File: src/rtl/wave_mixer.sv
// Time-multiplexed audio mixer: one multiply-accumulate per clock over NUM snapshotted
// channels, then a shift and saturation into a registered OUT_W-bit sample.
module wave_mixer #(
    parameter int NUM   = 4,
    parameter int N     = 4,
    parameter int VOL_W = 4,
    parameter int OUT_W = 12,
    parameter int SHIFT = 0
) (
    input  logic                 clk,
    input  logic                 rst_n,
    input  logic                 sample_tick,
    input  logic [NUM*N-1:0]     channels,
    input  logic [NUM*VOL_W-1:0] volumes,
    input  logic [NUM-1:0]       enables,
    output logic [OUT_W-1:0]     audio,
    output logic                 audio_valid,
    output logic                 busy,
    output logic                 clip,
    output logic                 overrun
);

    localparam int LOG_NUM = (NUM > 1) ? $clog2(NUM) : 1;
    localparam int ACC_W   = N + VOL_W + LOG_NUM;
    localparam int IDX_W   = LOG_NUM;
    localparam int CMP_W   = ((ACC_W > OUT_W) ? ACC_W : OUT_W) + 1;

    typedef enum logic [1:0] {IDLE, ACC, DONE} state_t;

    state_t state;
    state_t state_next;

    logic [N-1:0]     snap_ch  [NUM];
    logic [VOL_W-1:0] snap_vol [NUM];
    logic [NUM-1:0]   snap_en;
    logic [ACC_W-1:0] acc;
    logic [IDX_W-1:0] idx;
    logic             last;
    logic [ACC_W-1:0] term;
    logic [OUT_W:0]   sat_res;

    // Compare in a width wide enough for both the shifted sum and the output ceiling,
    // so the result is correct whichever of ACC_W and OUT_W is larger.
    function automatic logic [OUT_W:0] saturate(input logic [ACC_W-1:0] a);
        logic [CMP_W-1:0] s;
        logic [CMP_W-1:0] lim;
        s   = CMP_W'(a >> SHIFT);
        lim = CMP_W'({OUT_W{1'b1}});
        if (s > lim) saturate = {1'b1, {OUT_W{1'b1}}};
        else         saturate = {1'b0, s[OUT_W-1:0]};
    endfunction

    assign last    = (idx == IDX_W'(NUM - 1));
    assign sat_res = saturate(acc);

    always_comb begin
        term = '0;
        if (snap_en[idx]) term = ACC_W'(snap_ch[idx]) * ACC_W'(snap_vol[idx]);
    end

    always_comb begin
        state_next = state;
        case (state)
            IDLE:    if (sample_tick) state_next = ACC;
            ACC:     if (last) state_next = DONE;
            DONE:    state_next = IDLE;
            default: state_next = IDLE;
        endcase
    end

    // Control: busy is registered from the next state so it tracks state exactly.
    always_ff @(posedge clk or negedge rst_n) begin
        if (!rst_n) begin
            state       <= IDLE;
            busy        <= 1'b0;
            overrun     <= 1'b0;
            audio_valid <= 1'b0;
        end else begin
            state       <= state_next;
            busy        <= (state_next != IDLE);
            overrun     <= sample_tick && (state != IDLE);
            audio_valid <= (state == DONE);
        end
    end

    always_ff @(posedge clk or negedge rst_n) begin
        if (!rst_n) begin
            for (int i = 0; i < NUM; i++) begin
                snap_ch[i]  <= '0;
                snap_vol[i] <= '0;
            end
            snap_en <= '0;
            acc     <= '0;
            idx     <= '0;
            audio   <= '0;
            clip    <= 1'b0;
        end else begin
            case (state)
                IDLE: begin
                    if (sample_tick) begin
                        for (int i = 0; i < NUM; i++) begin
                            snap_ch[i]  <= channels[i*N +: N];
                            snap_vol[i] <= volumes[i*VOL_W +: VOL_W];
                        end
                        snap_en <= enables;
                        acc     <= '0;
                        idx     <= '0;
                    end
                end
                ACC: begin
                    acc <= acc + term;
                    idx <= idx + 1'b1;
                end
                DONE: begin
                    audio <= sat_res[OUT_W-1:0];
                    clip  <= sat_res[OUT_W];
                end
                default: ;
            endcase
        end
    end

endmodule

File: config.mk
export PLATFORM = sky130hd
export DESIGN_NAME = wave_mixer
export DESIGN_NICKNAME = d
export VERILOG_FILES = /design/src/rtl/wave_mixer.sv
export SDC_FILE = /design/constraint.sdc
export NUM_CORES = 1
export LEC_CHECK = 0
export CORE_UTILIZATION = 49
export CTS_CLUSTER_SIZE = 10
export DETAILED_ROUTE_END_ITERATION = 8
export GPL_ROUTABILITY_DRIVEN = 0
export PLACE_DENSITY = 0.77
export RECOVER_POWER = 50
export SYNTH_ARGS = -nofsm -noshare
export SYNTH_HDL_FRONTEND = slang
export SYNTH_SLANG_ARGS = --single-unit
File: constraint.sdc
create_clock -name clk -period 4 [get_ports clk]
set_input_delay 1 -clock clk [delete_from_list [all_inputs] [get_ports clk]]
set_output_delay 1 -clock clk [all_outputs]
set_load 0.03 [all_outputs]
-- Word-level counts from Yosys, hierarchy flattened
Cells that the tools add are included.
- add/sub/neg operators: 2
- $mul: 1
- $lt $le $gt $ge: 3
- eq/ne operators: 4
- multiplexer cells: 17
- bitwise gates (word level): 1
- reduce and logical (&&, ||, !) cells: 7
- operator list (kind ; number):
    $pmux 10 s2 ; 1
    $bmux 4 s2 ; 2
    $mux 4 ; 4
    $mux 13 ; 1
    $gt 10x12->1 const B ; 1
    $add 10x8->10 ; 1
    $mux 10 ; 1
    $mul 4x4->8 ; 1
    $mux 8 ; 1
    $pmux 2 s2 ; 2
    $mux 2 ; 3
    $reduce_bool 2->1 ; 3
    $eq 2x2->1 const B ; 2
    $reduce_and 2->1 ; 2
    $ge 3x3->1 const B ; 1
    $lt 2x3->1 const B ; 1
    $not 2->3 ; 1
    $add 2x1->2 const B ; 1
    $bmux 1 s2 ; 1
    $eq 2x1->1 const B ; 1
    $logic_not 2->1 ; 1
    $ne 2x2->1 const B ; 1
    $logic_and 1x1->1 ; 1
    $mux 1 ; 1
- register bits: 66
- input port bits: 39

-- Depth between registers and ports, before layout
Gate-level depths: netlist of run 1.
- word-level depth: 8
- mapped depth: 19
- mapped depth without buffers: 18

-- Worst setup path after synthesis of run 1
No wires, ideal clock.
- kind: register to register
- from: reg idx[0]
- to: reg acc[9]
- setup time: 0.095 ns
- arrival time: 4.207 ns
- data required time: 3.905 ns
- path slack: -0.302 ns
- cell stages (with the launch flop): 20
- path buffers: 1
- clock period less this slack: 4.302 ns
- cell sequence: dfrtp_1 > buf_6 > mux4_2 > nand2_1 > fa_1 > inv_1 > fa_1 > inv_1 > fa_1 > inv_1 > a21o_1 > a21oi_1 > xor2_1 > nor2_1 > ha_1 > a2111oi_2 > o21ai_1 > a31oi_2 > o211ai_1 > o31ai_1
- longest elaborated chain between the ends: 8
- elaborated cells on any way between the ends: 13
- those cells by class: add/sub: 1; mul: 1; mux: 10; bitwise: 1
- ends and longest elaborated chain (what ; RTL line ; text):
    start: declaration ; 37 ; logic [IDX_W-1:0] idx;
    start signal: assignment ; 112 ; idx <= idx + 1'b1;
    $not 2->3 (not written as such) ; 58 ; if (snap_en[idx]) term = ACC_W'(snap_ch[idx]) * ACC_W'(snap_vol[idx]);
    $bmux 4 s2 ; 58 ;
    $mux 4 (not written as such) (2 in a row) ; 58 ;
    $mul 4x4->8 ; 58 ;
    $mux 8 * ; 58 ;
    $add 10x8->10 * ; 111 ; acc <= acc + term;
    $pmux 10 s2 * ; 98 ; case (state)
    end signal: assignment ; 111 ;
    end: declaration ; 36 ; logic [ACC_W-1:0] acc;
Every way passes the cells marked *; elsewhere a longest branch is shown, timed or not. The select of a mux whose other input is x is not followed.
A chain may end at the register's enable or synchronous reset.

-- Worst setup path in the final report of run 1
Ends and elaborated chain as after synthesis.

==> results of run 1 <==
-- placed cells by master, fill, tap and decap left out, types with 5 or more instances in the layout --
cell type and instances:
ha_1 18, nor2_1 10, dfrtp_1 62, mux4_2 8
buf_4 26, a211oi_2 5, mux2_2 11, clkbuf_8 11
o21ai_0 9, nand2_1 123, inv_1 8, and2_1 14
clkdlybuf4s50_1 50, nand3_1 6, o21ai_1 6
-- layer usage --
metal  global-route usage, %  vias to the layer above
met1                    25.8                     1329
met4                    7.42                        0
met5                       0                        -
met3                    5.58                       19
met2                    37.3                       69
li1                        -                     1313
-- what timing repair did --
action / in CTS / in global routing
setup buffers: 3 / 5
pin swaps: 3 / 16
gates resized for setup: 6 / 20
setup endpoints to repair: 4 / 6
gates cloned: 0 / 1
hold buffers: 0 / 0
-- critical path: cells and delay by family, from the launching register on --
family          cells  cell delay (ns)
compound gates      7             1.06
xor+xnor            1             0.17
fa+ha+maj           4             1.67
buf+inv             4             0.30
flops               1             0.43
mux                 1             0.38
simple gates        2             0.26
-- layout make-up --
cell class              count  share of cell area [%]
well taps                  96                    2.62
clock buffers              12                    3.39
multi-input cells         264                    40.8
repair buffers             79                    16.3
clock inverters             4                    1.67
inverters                  10                   0.819
flip-flops and latches     63                    34.4
-- metrics by stage --
stage | setup TNS [ns] | utilization, %
finish | -1.25 | 67.4
global route | -1.99 | 67.4
CTS | -0.883 | 65.3
detailed placement | -0.927 | 61.0
global placement | -0.461 | 61.0
floorplan | -0.255 | -
-- cell families after synthesis --
family          count (synthesis)  synth area share (%)
fa+ha+maj                      26                  10.6
other cells                     1                 0.109
buf+inv                        27                  3.94
simple gates                  164                  19.5
flops                          63                  46.0
xor+xnor                        7                  1.79
compound gates                 44                  8.94
mux                            20                  9.15
-- worst max path at each step --
stage | start | end | depth (start not counted)
after CTS | idx[0] | acc[9] | 19
after global placement | idx[0] | acc[8] | 17
final | idx[0] | acc[9] | 19
after global routing | idx[0] | acc[9] | 19
after detailed placement | idx[0] | acc[9] | 16
after floorplan | idx[0] | acc[9] | 19
-- report_power, final --
group	leakage [nW]	switching (mW)	internal, mW
clock	0.113	0.262	0.387
sequential	0.788	0.176	0.927
combinational	1.29	1.50	1.37
-- registers in the layout, summed over array words and instances (netlist names) --
signal       count
snap_ch         16
snap_vol        16
acc             10
audio           10
snap_en          4
idx              2
state            2
audio_valid      1
busy             1
overrun          1
==> reports/metrics.yaml, run 1 <==
outcome:
  status: "complete, but fails checks"
  failed_checks: "negative setup slack"
layout:
  area_delta_synth_final_pct: 33.5
  fillers: 520
  fin_cells: 528
  layout-drive-gt1-share_pct: 21.3
  antenna_cells: 0
  final_nets: 492
  fin_area_um2: 4580
  seq_area_um2: 1580
  multi_input_area_um2: 1870
critical_path:
  reg2reg_to: "acc[9]"
  cp_data_arrival_time_ns: 4.65
  cp-end-kind: "flip-flop"
  reg2regPathDepth: 19
  cpPeakStageDelay_ns: 0.53
  crit_type: "flip-flop to flip-flop"
  r2r-start: "idx[0]"
  cp.required_ns: 4.25
  cp_cell_sequence: "buf_12 > mux4_2 > nand2_2 > fa_1 > inv_1 > fa_1 > inv_2 > fa_2 > inv_2 > a21o_1 > a21oi_2 > xor2_1 > nor2_1 > ha_4 > a2111oi_4 > a21oi_2 > a31oi_2 > o211ai_1 > o31ai_1"
  rrSetupSlack_ns: -0.39
  cp-start-kind: "flip-flop"
  crit_slowest_cell: "fa_1"
  worstPathMaxFanout: 6
cts:
  cts_tree: "yes"
  cts-htree-levels: 3
  cts.path.max_buffers: 2
  cts_buffers: 9
  clock_latency_ns: 0.36
  clock_sinks: 63
  cts_root_buf: "clkbuf_8"
  cts.clk_slew.worst_paths_ns: 0.07
grt:
  grt_overflow: 0
  grt_pass1_wl_mm: 12.2
  grt_pass1_vias: 2783
  antenna_found_initial: 0
  grt_max_degree: 43
  grt.total_usage_pct: 21.4
detailed_routing:
  first_pass_iters: 4
  dr_wl_met3_um: 218
  totalWireLength_mm: 7.76
  num_vias: 2730
  route.top_layer_used: "met4"
  drt_iter0_drc: 110
  met2_length_mm: 3.99
  viasPerCell: 5.17
  drcViolationCount: 0
  wl_per_cell_um: 14.7
  wl_met1_mm: 3.32
  final_antenna_net_count: 0
floorplanning:
  io_pins: 55
  die_y_um: 85.7
  core_um2: 6790
  start_util_pct: 50.5
  dieWidth_um: 85.7
  row_count: 30
  die_area_um2: 7340
placed_design:
  placed_area_um2: 4150
  place.port_buffers: 51
  preCtsSetupSlack_ns: -0.318
  dp.cells: 503
  dp_hpwl_mm: 5.21
pwr:
  p_leak_nw: 2.19
  p_total_mw: 4.62
  max-vdd-ir-drop_mv: 0.433
  pwr_density_cell_nw_per_um2: 1010
logic_synthesis:
  ys_seq_area_share_pct: 46.0
  synth_flop_cell: "dfrtp_1"
  synthesis.area_per_instance_um2: 9.75
  synth_area_um2: 3430
  async_flop_share_pct: 100
  synth_top_area_cell: "dfrtp_1"
  synth_seq_cells: 63
  syn_inst: 352
  netlist.area_leader.share_pct: 46.0
  yosysWarnings: 0
  synth_edf_count: 0
  synth.area.top_cells: "dfrtp_1 46%, nand2_1 14%, ha_1 7.7%"
  synth_cell_types: 35
  synth.most_common_cell: "nand2_1"
  netlist_top_cells_count: "126 x nand2_1, 63 x dfrtp_1, 21 x ha_1"
hold_path:
  min_from: "snap_vol[2]"
  hold-path-endpoint: "snap_vol[2]"
  hp-class: "flip-flop to flip-flop"
  min_path_cells: 2
sta:
  hold_violations: 0
  rsz0062_at_grt: "yes"
  maxSlewHeadroom_pct: 33.9
  report.final.slew_viol_count: 0
  fin_worst_skew_ns: 0.00583
  max_freq_ghz: 0.228
  min_period_ns: 4.39
  period_share_pct: 110
  finalHoldWorstSlack_ns: 0.479
  fin_ws_ns: -0.394
  finalSetupViolations: 6
  tightest_slew_ns: 0.989
run:
  max_cap_violations: 0
No activity file was read; power rests on OpenSTA's default activity.
==> run 2, diff against run 1 <==
CORE_MARGIN = 1.5   (was unset)
==> run 2 against run 1 <==
Net effect:
- wire length rose by 1.3%
- the flow finishes with violations (max-capacitance violations, max-slew violations, negative setup slack)
- combinational power fell by 5%
- global-route usage rose by 0.56 points
- largest power group unchanged
- critical endpoint unchanged
- highest routed layer unchanged
==> reports/metrics.yaml, run 2 (synthesized netlist as in run 1, its figures left out) <==
outcome:
  status: "complete, but fails checks"
  failed_checks: "max-capacitance violations, max-slew violations, negative setup slack"
pwr:
  p_leak_nw: 2.16  # -1.3%
  max-vdd-ir-drop_mv: 0.344  # -21%
  swShare_pct: 41.9  # +0.047 points
  pwr-share-comb_pct: 60.2  # -1.9 points
  pwr_density_cell_nw_per_um2: 1000  # -0.87%
  p_total_mw: 4.53  # -2.0%
  cell_internal_pwr_mw: 2.63  # -2.0%
  p_sw_mw: 1.90  # -1.8%
  power.clock.fraction_pct: 15.4  # +1.3 points
  seqPwrFrac_pct: 24.4  # +0.6 points
cts:
  cts_buffers: 9  # unchanged
  cts.path.max_buffers: 2  # unchanged
  cts_tree: "yes"
  clock_sinks: 63  # unchanged
  cts-htree-levels: 3  # unchanged
  cts.clk_slew.worst_paths_ns: 0.08  # about the same
  holdBufCountCts: 0  # unchanged
  cts_root_buf: "clkbuf_8"
  clock_latency_ns: 0.34  # -0.02 ns
sta:
  hold_violations: 0  # unchanged
  max_freq_ghz: 0.229  # +0.43%
  final.setup.tns_ns: -1.05  # +0.192 ns
  rsz0062_at_grt: "yes"
  fin_ws_ns: -0.375  # +0.0189 ns
  maxSlewHeadroom_pct: -23.1  # -57 points
  finalHoldWorstSlack_ns: 0.483  # +0.00432 ns
  min_period_ns: 4.38  # -0.0189 ns
  tightest_slew_ns: 1.85  # +0.857 ns
  period_share_pct: 109  # -0.47 points
  fin_worst_skew_ns: 0.00830  # +0.00246 ns
  finalSetupViolations: 4  # -2
  report.final.slew_viol_count: 36  # +36
layout:
  area_delta_synth_final_pct: 32.1
  multi_input_area_um2: 1850  # -1.1%
  antenna_cells: 0  # unchanged
  final_nets: 488  # -0.81%
  layout-drive-gt1-share_pct: 19.6  # -1.7 points
  reg_top3: "snap_ch (16), snap_vol (16)"
  fin_area_um2: 4530  # -1.1%
  final_common_cell: "nand2_1"
  final_cell_mix: "123 x nand2_1, 63 x dfrtp_1, 50 x clkdlybuf4s50_1"
  fillers: 546  # +5.0%
  finish.utilization_pct: 66.7  # -0.74 points
  seq_area_um2: 1580  # about the same
  fin_cells: 524  # -0.76%
detailed_routing:
  drcViolationCount: 0  # unchanged
  viasPerCell: 5.22  # +0.95%
  drt_iter0_drc: 115  # +4.5%
  num_vias: 2735  # +0.18%
  final_antenna_net_count: 0  # unchanged
  first_pass_iters: 4  # unchanged
  totalWireLength_mm: 7.86  # +1.3%
  wl_per_cell_um: 15.0  # +2.1%
grt:
  grt_max_degree: 36  # -16%
  grt.total_usage_pct: 22.0  # +0.56 points
  grt_overflow: 0  # unchanged
  grt_pass1_wl_mm: 12.9  # +5.2%
  antenna_found_initial: 0  # unchanged
  grt_pass1_vias: 2824  # +1.5%
placed_design:
  placed_area_um2: 4150  # +0.18%
  dp_hpwl_mm: 5.37  # +3.0%
  dp.cells: 504  # +0.20%
  place.port_buffers: 51  # unchanged
  preCtsSetupSlack_ns: -0.280  # +0.0381 ns
floorplanning:
  io_pins: 55  # unchanged
  core_um2: 6790  # unchanged
  row_count: 30  # unchanged
  start_util_pct: 50.5  # unchanged
  die_area_um2: 7510  # +2.3%
  die_y_um: 86.7  # +1.2%
  dieWidth_um: 86.7  # +1.2%
critical_path:
  cp-start-kind: "flip-flop"
  cp-end-kind: "flip-flop"
  cp_data_arrival_time_ns: 4.59  # -0.06 ns
  cp.required_ns: 4.22  # -0.03 ns
  crit_type: "flip-flop to flip-flop"
  worstPathMaxFanout: 5  # -1
run:
  max_cap_violations: 1  # +1
hold_path:
  hp-class: "flip-flop to flip-flop"
-- run 2: critical path: stages (launching register included) --
cell,delay (ns)
dfrtp_1,0.38
buf_6,0.14
mux4_2,0.55
and2_1,0.20
fa_1,0.48
ha_1,0.35
ha_4,0.25
buf_4,0.14
o21ai_0,0.28
nor2_1,0.10
nor3_1,0.25
ha_2,0.33
o21ai_1,0.13
a21oi_2,0.21
a31oi_2,0.14
o211ai_1,0.21
o31ai_1,0.11
-- run 2: cell type report --
type                            instances  share of cell area [%]
Sequential cell                        63                    34.8
Multi-Input combinational cell        264                    40.8
Tap cell                               96                    2.65
Timing Repair Buffer                   75                    15.4
Clock buffer                           10                    3.04
Inverter                               10                   0.828
Clock inverter                          6                    2.54
-- run 2: power by group through the flow --
stage	logic [mW]	clock network [mW]	registers, mW
after floorplan	1.59	0	1.17
after global placement	2.27	0	1.11
after detailed placement	2.37	0	1.11
after CTS	2.42	0.701	1.10
after global routing	2.99	0.730	1.14
final	2.73	0.698	1.11
-- run 2: path summary, 6_finish.rpt --
kind,start,endpoint,slack (ns),cells after the start
setup / recovery,idx[0],acc[9],-0.38,16
hold / removal,snap_vol[9],snap_vol[9],0.48,2
max in group asynchronous,rst_n,snap_vol[5],1.21,2
setup reg to reg,idx[0],acc[9],-0.38,16
hold reg to reg,snap_vol[9],snap_vol[9],0.48,2
min in group asynchronous,rst_n,audio[9],1.16,1
-- run 2: what timing repair did --
item | CTS | global route
setup buffers | 3 | 1
pin swaps | 1 | 9
endpoints found under the setup margin | 4 | 6
resized for setup | 3 | 22
-- run 2: routing by layer --
metal  vias up  GRT usage (%)  part of all wire, %
li1       1313              -                    -
met1      1333           27.2                   42
met2        71           38.8                   53
met3        18           3.14                  2.9
met4         0           8.50                  2.3
met5         -              0                    0
